==> src/rtl/sum_accumulator_pkg.sv <==
// sum_accumulator_pkg
//   Shared definitions for the grouped-sum accumulator: default operand and
//   beat-counter widths, plus the control FSM state encoding.
package sum_accumulator_pkg;

  localparam int DEFAULT_N  = 16;
  localparam int DEFAULT_CW = 8;

  // IDLE : no beat of the current group seen yet
  // ACCUM: at least one beat taken, InLast not yet seen
  // HOLD : a finished group result is being presented
  typedef enum logic [1:0] {
    IDLE  = 2'd0,
    ACCUM = 2'd1,
    HOLD  = 2'd2
  } accState_t;

endpackage

==> src/rtl/sum_accumulator_if.sv <==
// sum_accumulator_if
//   Operand stream (InValid/InReady/InData/InLast) and result stream
//   (OutValid/OutReady/OutSum/CarryOut/OverFlow/OutCount) of the accumulator.
//   slave  : view used by the accumulator itself
//   master : view used by whatever feeds operands and consumes results
interface sum_accumulator_if
  import sum_accumulator_pkg::*;
#(
  parameter int N  = DEFAULT_N,
  parameter int CW = DEFAULT_CW
);

  logic          InValid;
  logic          InReady;
  logic [N-1:0]  InData;
  logic          InLast;
  logic          OutValid;
  logic          OutReady;
  logic [N-1:0]  OutSum;
  logic          CarryOut;
  logic          OverFlow;
  logic [CW-1:0] OutCount;

  modport slave (
    input  InValid, InData, InLast, OutReady,
    output InReady, OutValid, OutSum, CarryOut, OverFlow, OutCount
  );

  modport master (
    output InValid, InData, InLast, OutReady,
    input  InReady, OutValid, OutSum, CarryOut, OverFlow, OutCount
  );

endinterface

==> src/rtl/sum_accumulator_add_core.sv <==
// add_core
//   Purely combinational N-bit adder.
//   a, b     : operands (two's complement or unsigned, same bits)
//   sum      : a + b modulo 2^N
//   carry    : unsigned carry out of bit N-1
//   overflow : signed overflow (both operands' signs differ from the result's)
module add_core
  import sum_accumulator_pkg::*;
#(
  parameter int N = DEFAULT_N
) (
  input  logic [N-1:0] a,
  input  logic [N-1:0] b,
  output logic [N-1:0] sum,
  output logic         carry,
  output logic         overflow
);

  logic [N:0] wideSum;

  assign wideSum  = {1'b0, a} + {1'b0, b};
  assign sum      = wideSum[N-1:0];
  assign carry    = wideSum[N];
  assign overflow = (a[N-1] ^ wideSum[N-1]) & (b[N-1] ^ wideSum[N-1]);

endmodule

==> src/rtl/sum_accumulator.sv <==
// sum_accumulator
//   Sums groups of operand beats delimited by InLast and presents each group
//   result (sum modulo 2^N, sticky carry, sticky signed overflow, saturating
//   beat count) until the downstream takes it.
//   Clk   : rising-edge clock
//   Reset : synchronous, active-high reset
//   bus   : operand and result streams (slave view)
module sum_accumulator
  import sum_accumulator_pkg::*;
#(
  parameter int N  = DEFAULT_N,
  parameter int CW = DEFAULT_CW
) (
  input  logic                Clk,
  input  logic                Reset,
  sum_accumulator_if.slave    bus
);

  accState_t     stateReg;
  accState_t     stateNext;

  logic [N-1:0]  accReg;
  logic          carryReg;
  logic          ovfReg;
  logic [CW-1:0] countReg;

  logic          inReady;
  logic          outValid;
  logic          accept;
  logic          continuing;

  logic [N-1:0]  addA;
  logic [N-1:0]  addSum;
  logic          addCarry;
  logic          addOvf;

  // ---------------------------------------------------------------- FSM
  always_ff @(posedge Clk) begin
    if (Reset) begin
      stateReg <= IDLE;
    end else begin
      stateReg <= stateNext;
    end
  end

  always_comb begin
    stateNext = stateReg;
    case (stateReg)
      IDLE: begin
        if (accept) stateNext = bus.InLast ? HOLD : ACCUM;
      end
      ACCUM: begin
        if (accept && bus.InLast) stateNext = HOLD;
      end
      HOLD: begin
        // A beat taken while releasing the result opens the next group
        // exactly as if it arrived in IDLE.
        if (accept)            stateNext = bus.InLast ? HOLD : ACCUM;
        else if (bus.OutReady) stateNext = IDLE;
      end
      default: stateNext = IDLE;
    endcase
  end

  always_comb begin
    outValid = (stateReg == HOLD);
    // While holding, a new beat may only enter when the result leaves.
    inReady  = (stateReg != HOLD) | bus.OutReady;
  end

  // ---------------------------------------------------------------- datapath
  assign accept     = bus.InValid & inReady;
  // Only ACCUM carries the running total forward; IDLE and HOLD both start
  // a fresh group, so the add is done against zero and yields no flags.
  assign continuing = (stateReg == ACCUM);
  assign addA       = continuing ? accReg : '0;

  add_core #(.N(N)) addCore (
    .a        (addA),
    .b        (bus.InData),
    .sum      (addSum),
    .carry    (addCarry),
    .overflow (addOvf)
  );

  always_ff @(posedge Clk) begin
    if (Reset) begin
      accReg   <= '0;
      carryReg <= 1'b0;
      ovfReg   <= 1'b0;
      countReg <= '0;
    end else if (accept) begin
      accReg   <= addSum;
      carryReg <= (continuing & carryReg) | addCarry;
      ovfReg   <= (continuing & ovfReg) | addOvf;
      if (!continuing) begin
        countReg <= CW'(1);
      end else if (countReg != '1) begin
        countReg <= countReg + CW'(1);
      end
    end else if ((stateReg == HOLD) && bus.OutReady) begin
      accReg   <= '0;
      carryReg <= 1'b0;
      ovfReg   <= 1'b0;
      countReg <= '0;
    end
  end

  assign bus.InReady  = inReady;
  assign bus.OutValid = outValid;
  assign bus.OutSum   = accReg;
  assign bus.CarryOut = carryReg;
  assign bus.OverFlow = ovfReg;
  assign bus.OutCount = countReg;

endmodule
==> src/flat_wrapper.sv <==
// flat-port wrapper written by rule: the top's interface ports become plain ports
module sum_accumulator_flat import sum_accumulator_pkg::*;
#(
  parameter int N  = DEFAULT_N,
  parameter int CW = DEFAULT_CW
)
  (Clk, Reset, bus_InValid, bus_InData, bus_InLast, bus_OutReady, bus_InReady, bus_OutValid, bus_OutSum, bus_CarryOut, bus_OverFlow, bus_OutCount);
  sum_accumulator_if #(.N(N), .CW(CW)) bus_i ();
  input  logic Clk;
  input  logic Reset;
  input wire logic [$bits(bus_i.InValid)-1:0] bus_InValid;
  input wire logic [$bits(bus_i.InData)-1:0] bus_InData;
  input wire logic [$bits(bus_i.InLast)-1:0] bus_InLast;
  input wire logic [$bits(bus_i.OutReady)-1:0] bus_OutReady;
  output wire logic [$bits(bus_i.InReady)-1:0] bus_InReady;
  output wire logic [$bits(bus_i.OutValid)-1:0] bus_OutValid;
  output wire logic [$bits(bus_i.OutSum)-1:0] bus_OutSum;
  output wire logic [$bits(bus_i.CarryOut)-1:0] bus_CarryOut;
  output wire logic [$bits(bus_i.OverFlow)-1:0] bus_OverFlow;
  output wire logic [$bits(bus_i.OutCount)-1:0] bus_OutCount;
  assign bus_i.InValid = bus_InValid;
  assign bus_i.InData = bus_InData;
  assign bus_i.InLast = bus_InLast;
  assign bus_i.OutReady = bus_OutReady;
  assign bus_InReady = bus_i.InReady;
  assign bus_OutValid = bus_i.OutValid;
  assign bus_OutSum = bus_i.OutSum;
  assign bus_CarryOut = bus_i.CarryOut;
  assign bus_OverFlow = bus_i.OverFlow;
  assign bus_OutCount = bus_i.OutCount;
  sum_accumulator #(.N(N), .CW(CW)) u_core (.Clk(Clk), .Reset(Reset), .bus(bus_i));
endmodule
==> config.mk <==
export PLATFORM = sky130hd
export DESIGN_NAME = sum_accumulator_flat
export DESIGN_NICKNAME = d
export VERILOG_FILES = /design/src/rtl/sum_accumulator_pkg.sv /design/src/rtl/sum_accumulator_if.sv /design/src/rtl/sum_accumulator_add_core.sv /design/src/rtl/sum_accumulator.sv /design/src/flat_wrapper.sv
export SDC_FILE = /design/constraint.sdc
export NUM_CORES = 1
export LEC_CHECK = 0
export BUFFER_PORTS_ARGS = -buffer_cell sky130_fd_sc_hd__buf_2
export CAP_MARGIN = 20
export CORE_AREA = 3 3 66 68
export DETAILED_ROUTE_END_ITERATION = 8
export DIE_AREA = 0 0 69 71
export HOLD_SLACK_MARGIN = 0.15
export PLACE_DENSITY = 0.9
export SYNTH_ARGS = -nofsm -noshare
export SYNTH_HDL_FRONTEND = slang
export SYNTH_SLANG_ARGS = --single-unit
==> constraint.sdc <==
create_clock -name Clk -period 3.6 [get_ports Clk]
set_input_delay 0 -clock Clk [delete_from_list [all_inputs] [get_ports Clk]]
set_output_delay 0 -clock Clk [all_outputs]
set_load 0.02 [all_outputs]
==> results of run 1 <==
worst reg2reg max path: cells and delay by family (launching register included):
family | cells | cell delay [ns]
buf+inv | 1 | 0.20
simple gates | 2 | 0.26
fa+ha+maj | 2 | 0.62
compound gates | 6 | 1.49
flops | 1 | 0.48
cell type report:
cell class                      instances  share of cell area [%]
Timing Repair Buffer                   56                    13.0
Sequential cell                        28                    23.1
Inverter                                5                   0.774
Multi-Input combinational cell        207                    57.6
Clock inverter                          1                    1.24
Tap cell                               50                    2.58
Clock buffer                            3                    1.70
power groups by stage:
stage	combinational [uW]	clock, uW	sequential (uW)
after global placement	181	0	349
after detailed placement	186	0	350
after CTS	194	260	343
after floorplan	112	0	368
after global routing	215	277	346
final	194	263	343
routing by layer:
| layer | share of wire, % | up-vias | global-route usage, % |
|---|---|---|---|
| li1 | - | 1013 | - |
| met3 | 4.9 | 11 | 3.84 |
| met2 | 46 | 57 | 34.9 |
| met1 | 47 | 918 | 26.1 |
| met5 | 0 | - | 0 |
| met4 | 1.8 | 0 | 7.16 |
sequential cells by signal, indices dropped and copies added, names as in the netlist:
name                 count
u_core.bus.CarryOut      1
u_core.bus.OutSum       16
u_core.bus.OutCount      8
u_core.bus.OverFlow      1
u_core.stateReg          2
kinds of logic after synthesis:
family,Yosys count
and+or+nand+nor,95
AOI/OAI and AO/OA,74
DFF,28
adders and majority gates,18
buffers and inverters,17
xor gates and xnor gates,15
muxes,5
layout by cell type, fill, tap and decap left out, drive strengths merged, types with 4 or more instances in the layout:
cell type,count
a21o,5
a21oi,17
a22oi,6
a31oi,4
and2,18
buf,50
dfxtp,28
dlygate4sd3,6
ha,17
inv,5
nand2,30
nand2b,4
nand3,4
nand4,5
nor2,14
nor3,6
o211ai,4
o21ai,17
o21bai,4
xnor2,6
xor2,9
final timing paths:
path / start / end / slack [ns] / cells past startpoint
setup / recovery: u_core.stateReg[1] / u_core.bus.CarryOut / 0.46 / 11
hold / removal: bus_InData[15] / u_core.bus.OverFlow / 0.16 / 4
setup reg to reg: u_core.stateReg[1] / u_core.bus.CarryOut / 0.46 / 11
hold reg to reg: u_core.bus.OutSum[9] / u_core.bus.OutSum[9] / 0.47 / 2
synth_stat cells (all sizes together) (2+ instances only):
cell type  instances
clkbuf            10
mux2i              3
nor2              14
nand2b             4
nor2b              2
ha                17
a211oi             3
a221oi             3
or3                2
dfxtp             28
nor3b              2
a22oi              6
o21bai             4
and2              18
mux2               2
a31oi              4
a21boi             2
buf                2
and3               3
xnor2              6
nor3               6
nand2             30
o211ai             4
a21o               5
a21oi             17
xor2               9
inv                5
o21ai             17
nand4              5
nand3              4
through the flow:
step                      hold WS, ns  setup slack, ns  utilization [%]
final                           0.161            0.457             61.9
after global routing            0.172            0.290             61.9
after CTS                       0.155            0.519             61.9
after detailed placement        0.325            0.584             58.6
after global placement          0.314            0.691             58.6
after floorplan                 0.169            0.720                -
==> results.ini, run 1 <==
[status]
outcome = complete, no violations

[synthesis]
yosys.area.top_type = dfxtp_1
yosysWarnings = 0
synth-simple-area-share_pct = 24.1
synth_top_family_by_area = simple AND/OR/NAND/NOR gates
synth-xor-area-share_pct = 6.48
synth_compound_area_share_pct = 24.0
synth_nets = 291
synth-seq-cells = 28
ys_seq_area_share_pct = 27.7
synth_top_area_share_pct = 27.7
synth.top_cells.by_area = dfxtp_1, ha_1, nand2_1, and2_1, a21oi_1
synth_fa_ha_area_share_pct = 11.5
async_flop_share_pct = 0
synth_mux_area_share_pct = 2.78
synth-edff-count = 0
synth_cells = 252
synth_area_per_cell_um2 = 8.04
synthFlopType = dfxtp_1
syn_area_um2 = 2030
synth_cell_type_count = 51

[cts]
cts_resized = 0
clock_path_buffers = 2
post_cts_buffers = 0
htree_levels = 1
tritoncts = built
numCtsBuffers = 3
hold_buffers = 6
cts_sinks = 28
cts.clk_slew.worst_paths_ns = 0.11
worstSkewPairLatency_ns = 0.29
cts-root-buf = clkbuf_8

[floorplanning]
dieArea_um2 = 4900
fp.dieH_um = 71
core_area_um2 = 3910
initial_core_util_pct = 51.8
dieWidth_um = 69
ios = 49
rows = 23

[sta]
maxSlewViolCount = 0
setup_tns_ns = 0
rsz0062_at_grt = false
hold_viol = 0
period_needed_ns = 3.14
setup_viol = 0
clock_skew_ns = 0.00916
fmax_ghz = 0.318
fin_crit_sh_pct = 87.3
relSlewSlack_pct = 50.7
tightest_slew_ns = 0.719

[layout]
final_cells = 350
syn_to_final_growth_pct = 19.6
nFillCells = 360
seq_area_um2 = 561
nets = 340
multi_input_area_um2 = 1400
antennaDiodeCount = 0
postLayoutCellArea_um2 = 2420
drive_gt1_share_pct = 19.7

[power]
swShare_pct = 30.5
switchingPower_uw = 244
leakagePower_uw = 0.00114
p_int_uw = 557
ir_drop_v = 0.000195
p_comb_share_pct = 24.3
total_power_uw = 801
pwr_density_cell_nw_per_um2 = 330
p_seq_share_pct = 42.9
clkPwrFrac_pct = 32.8

[setup_path]
cp-start-kind = register
end_kind = register
cp_slowest_cell = dfxtp_1
cp.required_ns = 3.80
path_cells = nor2b_1 > buf_4 > and2_1 > ha_1 > fa_1 > a21o_1 > a21oi_1 > o21ai_1 > a221oi_2 > o21ai_0 > a41o_1
path_delay_family = compound AO/OA/AOI/OAI gates
crit_fanout = 19
cpPeakStageDelay_ns = 0.48
cp_num_buf_inv = 1
arrival_ns = 3.34
worstSetupPathType = register to register

[route]
first_pass_iters = 5
drc = 0
vias = 1999
post_drt_wl_per_cell_um = 14.4
ant_nets = 0
viasPerCell = 5.71
drt-total-wl_mm = 5.04
first_iter_violations = 155

[grt]
grtUsageTotal_pct = 20.5
overflow = 0
grt_max_degree = 20
grt_pass1_vias = 1855
antenna_found_initial = 0
grt_pass1_wl_mm = 8.45

[place]
portBuffers = 48
gp_congestion = 0.936
placed_area_um2 = 2290
place_hpwl_mm = 3.58
place_inst = 340

[worst_hold_path]
worstHoldPathType = primary input to register

[job]
cap_violations = 0

Note: power is estimated with default switching activity, not from simulation.
==> inputs of run 2 (changes only) <==
--- a/config.mk
+++ b/config.mk
@@ -5,11 +5,12 @@
 export SDC_FILE = /design/constraint.sdc
 export NUM_CORES = 1
 export LEC_CHECK = 0
+export ABC_CLOCK_PERIOD_IN_PS = 3600
 export BUFFER_PORTS_ARGS = -buffer_cell sky130_fd_sc_hd__buf_2
 export CAP_MARGIN = 20
-export CORE_AREA = 3 3 66 68
+export CORE_AREA = 2 2 65 67
 export DETAILED_ROUTE_END_ITERATION = 8
-export DIE_AREA = 0 0 69 71
+export DIE_AREA = 0 0 67 69
 export HOLD_SLACK_MARGIN = 0.15
 export PLACE_DENSITY = 0.9
 export SYNTH_ARGS = -nofsm -noshare
==> results.ini, run 2 (synthesized netlist as in run 1, its figures left out) <==
[job]
cap_violations = 0

[route]
vias = 2055
drc = 0
first_pass_iters = 4
post_drt_wl_per_cell_um = 14.8
ant_nets = 0
drt-total-wl_mm = 5.19
first_iter_violations = 140
viasPerCell = 5.87

[grt]
grtUsageTotal_pct = 22.7
grt_max_degree = 18
antenna_found_initial = 0
grt_pass1_wl_mm = 8.42
grt_pass1_vias = 1934
overflow = 0

[sta]
fin_crit_sh_pct = 88.9
fmax_ghz = 0.312
clock_skew_ns = 0.0127
maxSlewViolCount = 0
rsz0062_at_grt = false
period_needed_ns = 3.20
tightest_slew_ns = 0.715
setup_viol = 0
hold_viol = 0
setup_tns_ns = 0
relSlewSlack_pct = 51.0

[layout]
largest_reg_flops = 16
drive_gt1_share_pct = 19.7
antennaDiodeCount = 0
final_common_cell = buf_2
layout_common_cells = buf_2, nand2_1, dfxtp_1
nFillCells = 386
multi_input_area_um2 = 1400
final_cells = 350
syn_to_final_growth_pct = 19.6
nets = 340
seq_area_um2 = 561

[floorplanning]
initial_core_util_pct = 51.8
core_area_um2 = 3910
dieArea_um2 = 4620
fp.dieH_um = 69
ios = 49
dieWidth_um = 67
rows = 23

[cts]
tritoncts = built
htree_levels = 1
post_cts_buffers = 0
cts_resized = 0
cts-root-buf = clkbuf_8
hold_buffers = 6
clock_path_buffers = 2
numCtsBuffers = 3
worstSkewPairLatency_ns = 0.29
cts.clk_slew.worst_paths_ns = 0.11
cts_sinks = 28

[setup_path]
cp.required_ns = 3.80
path_cells = nor2b_1 > and2_1 > ha_1 > a2111oi_0 > o21ai_1 > a221oi_2 > o21ai_0 > a41o_1
arrival_ns = 3.40
cpPeakStageDelay_ns = 0.56
cp_slowest_cell = nor2b_1
path_delay_family = compound AO/OA/AOI/OAI gates
cp_num_buf_inv = 0
cp-start-kind = register
worstSetupPathType = register to register
end_kind = register
crit_fanout = 10

[place]
gp_congestion = 0.851
place_hpwl_mm = 3.76
place_inst = 340
portBuffers = 48

[power]
leakagePower_uw = 0.00114
swShare_pct = 30.3
pwr_density_cell_nw_per_um2 = 329
p_comb_share_pct = 24.5
ir_drop_v = 0.000217
p_int_uw = 557
p_seq_share_pct = 43.0
clkPwrFrac_pct = 32.4
switchingPower_uw = 242

[status]
outcome = complete, no violations

[worst_hold_path]
worstHoldPathType = primary input to register

==> run 2: cell counts in the layout (fill, tap and decap cells not counted) <==
Identical to the previous run, type by type.
==> run 2: worst min-delay path: stages <==
cell	delay [ns]
buf_2	0.12
nor3_1	0.06
o21bai_1	0.13
a31oi_1	0.08
==> run 2: stage by stage <==
step           hold slack, ns  setup slack, ns  cell area [um2]  power, uW  util [%]
5_1_grt                 0.193            0.300             2420        831      61.9
3_5_place_dp            0.349            0.658             2290        537      58.6
3_3_place_gp            0.325            0.789             2290        530      58.6
2_1_floorplan           0.169            0.720             2030        480         -
4_1_cts                 0.155            0.530             2420        795      61.9
6_report                0.144            0.400             2420        799      61.9
==> run 2: final timing paths <==
check | from | slack (ns) | to | depth (start not counted)
max | u_core.stateReg[0] | 0.40 | u_core.bus.CarryOut | 8
min | bus_InData[15] | 0.14 | u_core.bus.OverFlow | 4
max reg2reg | u_core.stateReg[0] | 0.40 | u_core.bus.CarryOut | 8
min reg2reg | u_core.bus.OutSum[9] | 0.47 | u_core.bus.OutSum[9] | 2
==> run 2: power groups by stage <==
stage,Sequential [uW],Combinational [uW],Clock [uW]
after floorplan,368,112,0
after global routing,346,214,271
final,344,196,259
after CTS,343,195,257
after detailed placement,350,187,0
after global placement,349,181,0
==> run 2: layer usage <==
metal | part of all wire (%) | global-route usage, % | vias up
li1 | - | - | 1007
met1 | 44 | 29.0 | 977
met2 | 50 | 39.6 | 65
met3 | 4.8 | 2.61 | 6
met4 | 0.91 | 5.44 | 0
met5 | 0 | 0 | -
==> run 2: cell type report <==
class | count | area share (%)
inverter | 5 | 0.774
clock inverter | 1 | 1.24
timing repair buffer | 56 | 13.0
tap | 50 | 2.58
clock buffer | 3 | 1.70
sequential | 28 | 23.1
multi-input combinational | 207 | 57.6
==> inputs of run 3 (changes only) <==
--- a/config.mk
+++ b/config.mk
@@ -13,6 +13,7 @@
 export DIE_AREA = 0 0 67 69
 export HOLD_SLACK_MARGIN = 0.15
 export PLACE_DENSITY = 0.9
+export RECOVER_POWER = 50
 export SYNTH_ARGS = -nofsm -noshare
 export SYNTH_HDL_FRONTEND = slang
 export SYNTH_SLANG_ARGS = --single-unit
==> results.ini, run 3 (synthesized netlist as in run 1, its figures left out) <==
[worst_hold_path]
hold_start = bus_InData[15]
hold-path-endpoint = u_core.bus.OverFlow
holdPathStages = 4
worstHoldPathType = primary input to register

[layout]
multi_input_area_um2 = 1400
drive_gt1_share_pct = 10.7
antennaDiodeCount = 0
nFillCells = 400
nets = 340
syn_to_final_growth_pct = 17.9
layout_common_cells = nand2_1, dfxtp_1, clkbuf_1
largest_reg_flops = 16
seq_area_um2 = 561
final_common_cell = nand2_1

[grt]
antenna_found_initial = 0
grt_pass1_wl_mm = 8.42
overflow = 0
grtUsageTotal_pct = 22.7
grt_pass1_vias = 1934
grt_max_degree = 18

[sta]
clock_skew_ns = 0.0170
hold_viol = 0
setup_tns_ns = 0
fin_crit_sh_pct = 88.4
setup_viol = 0
fmax_ghz = 0.314
period_needed_ns = 3.18
maxSlewViolCount = 0
relSlewSlack_pct = 50.5
rsz0062_at_grt = false
tightest_slew_ns = 0.723
fin_hold_ws_ns = 0.140

[setup_path]
r2r-end = u_core.bus.CarryOut
r2r_slack_ns = 0.42
crit_fanout = 10
r2r_start = u_core.stateReg[0]
end_kind = register
cp.required_ns = 3.80
worstSetupPathType = register to register
arrival_ns = 3.39
r2r_cells = 8
cp-start-kind = register

[floorplanning]
dieWidth_um = 67
rows = 23
dieArea_um2 = 4620
initial_core_util_pct = 51.8
ios = 49
fp.dieH_um = 69
core_area_um2 = 3910

[job]
cap_violations = 0

[cts]
cts-root-buf = clkbuf_8
cts_sinks = 28
worstSkewPairLatency_ns = 0.29
cts.clk_slew.worst_paths_ns = 0.11
cts_resized = 0
tritoncts = built
numCtsBuffers = 3
htree_levels = 1
clock_path_buffers = 2

[power]
pwr_density_cell_nw_per_um2 = 334
leakagePower_uw = 0.00103
total_power_uw = 799
ir_drop_v = 0.000221

[place]
portBuffers = 48
place_hpwl_mm = 3.76
gp_congestion = 0.851

[status]
outcome = complete, no violations

[route]
vias = 2057
ant_nets = 0
first_pass_iters = 4
drc = 0
viasPerCell = 5.88
first_iter_violations = 121
drt-total-wl_mm = 5.22
post_drt_wl_per_cell_um = 14.9

## run 3: cell types whose count changed in the layout (fill, tap and decap cells not counted), sizes merged
| cell | previous run | this run |
|---|---|---|
| buf | 50 | 23 |
| clkbuf | 3 | 30 |
## run 3: power by group
group | switching [uW] | internal (uW)
Clock | 113 | 149
Combinational | 117 | 74.6
Sequential | 16.1 | 328
Total | 246 | 552
## run 3: how the worst max path moves through the flow
stage | from | end | slack [ns]
2_1_floorplan | u_core.stateReg[0] | u_core.bus.CarryOut | 0.72
3_3_place_gp | u_core.stateReg[1] | u_core.bus.CarryOut | 0.79
3_5_place_dp | u_core.stateReg[0] | u_core.bus.CarryOut | 0.66
4_1_cts | u_core.stateReg[0] | u_core.bus.CarryOut | 0.53
5_1_grt | u_core.stateReg[0] | u_core.bus.CarryOut | 0.30
6_report | u_core.stateReg[0] | u_core.bus.CarryOut | 0.42
## run 3: layout make-up
cell class	count	share of cell area [%]
Sequential cell	28	23.5
Multi-Input combinational cell	207	58.4
Timing Repair Buffer	56	11.8
Tap cell	50	2.62
Inverter	5	0.785
Clock buffer	3	1.73
Clock inverter	1	1.26
## run 3: metal layers
metal / share of wire [%] / track usage [%]
met5: 0 / 0
met4: 0.98 / 5.44
met3: 5.4 / 2.61
met2: 50 / 39.6
met1: 44 / 29.0
## run 3: stage by stage
stage | instance area [um2] | setup slack, ns | util [%] | std cells
5_1_grt | 2390 | 0.300 | 61.1 | 350
3_5_place_dp | 2290 | 0.658 | 58.6 | 340
6_report | 2390 | 0.418 | 61.1 | 350
4_1_cts | 2420 | 0.530 | 61.9 | 350
3_3_place_gp | 2290 | 0.789 | 58.6 | 340
2_1_floorplan | 2030 | 0.720 | - | 252
## run 3: worst max-delay path: stages, from the launching register on
cell	delay, ns
dfxtp_1	0.46
nor2b_1	0.56
and2_1	0.22
ha_1	0.27
a2111oi_0	0.52
o21ai_1	0.23
a221oi_2	0.40
o21ai_0	0.16
a41o_1	0.26
## run 3: what timing repair did
action | CTS | global route
hold buffers | 6 | 0
hold endpoints to repair | 13 | 0
buffers inserted | 0 | 0
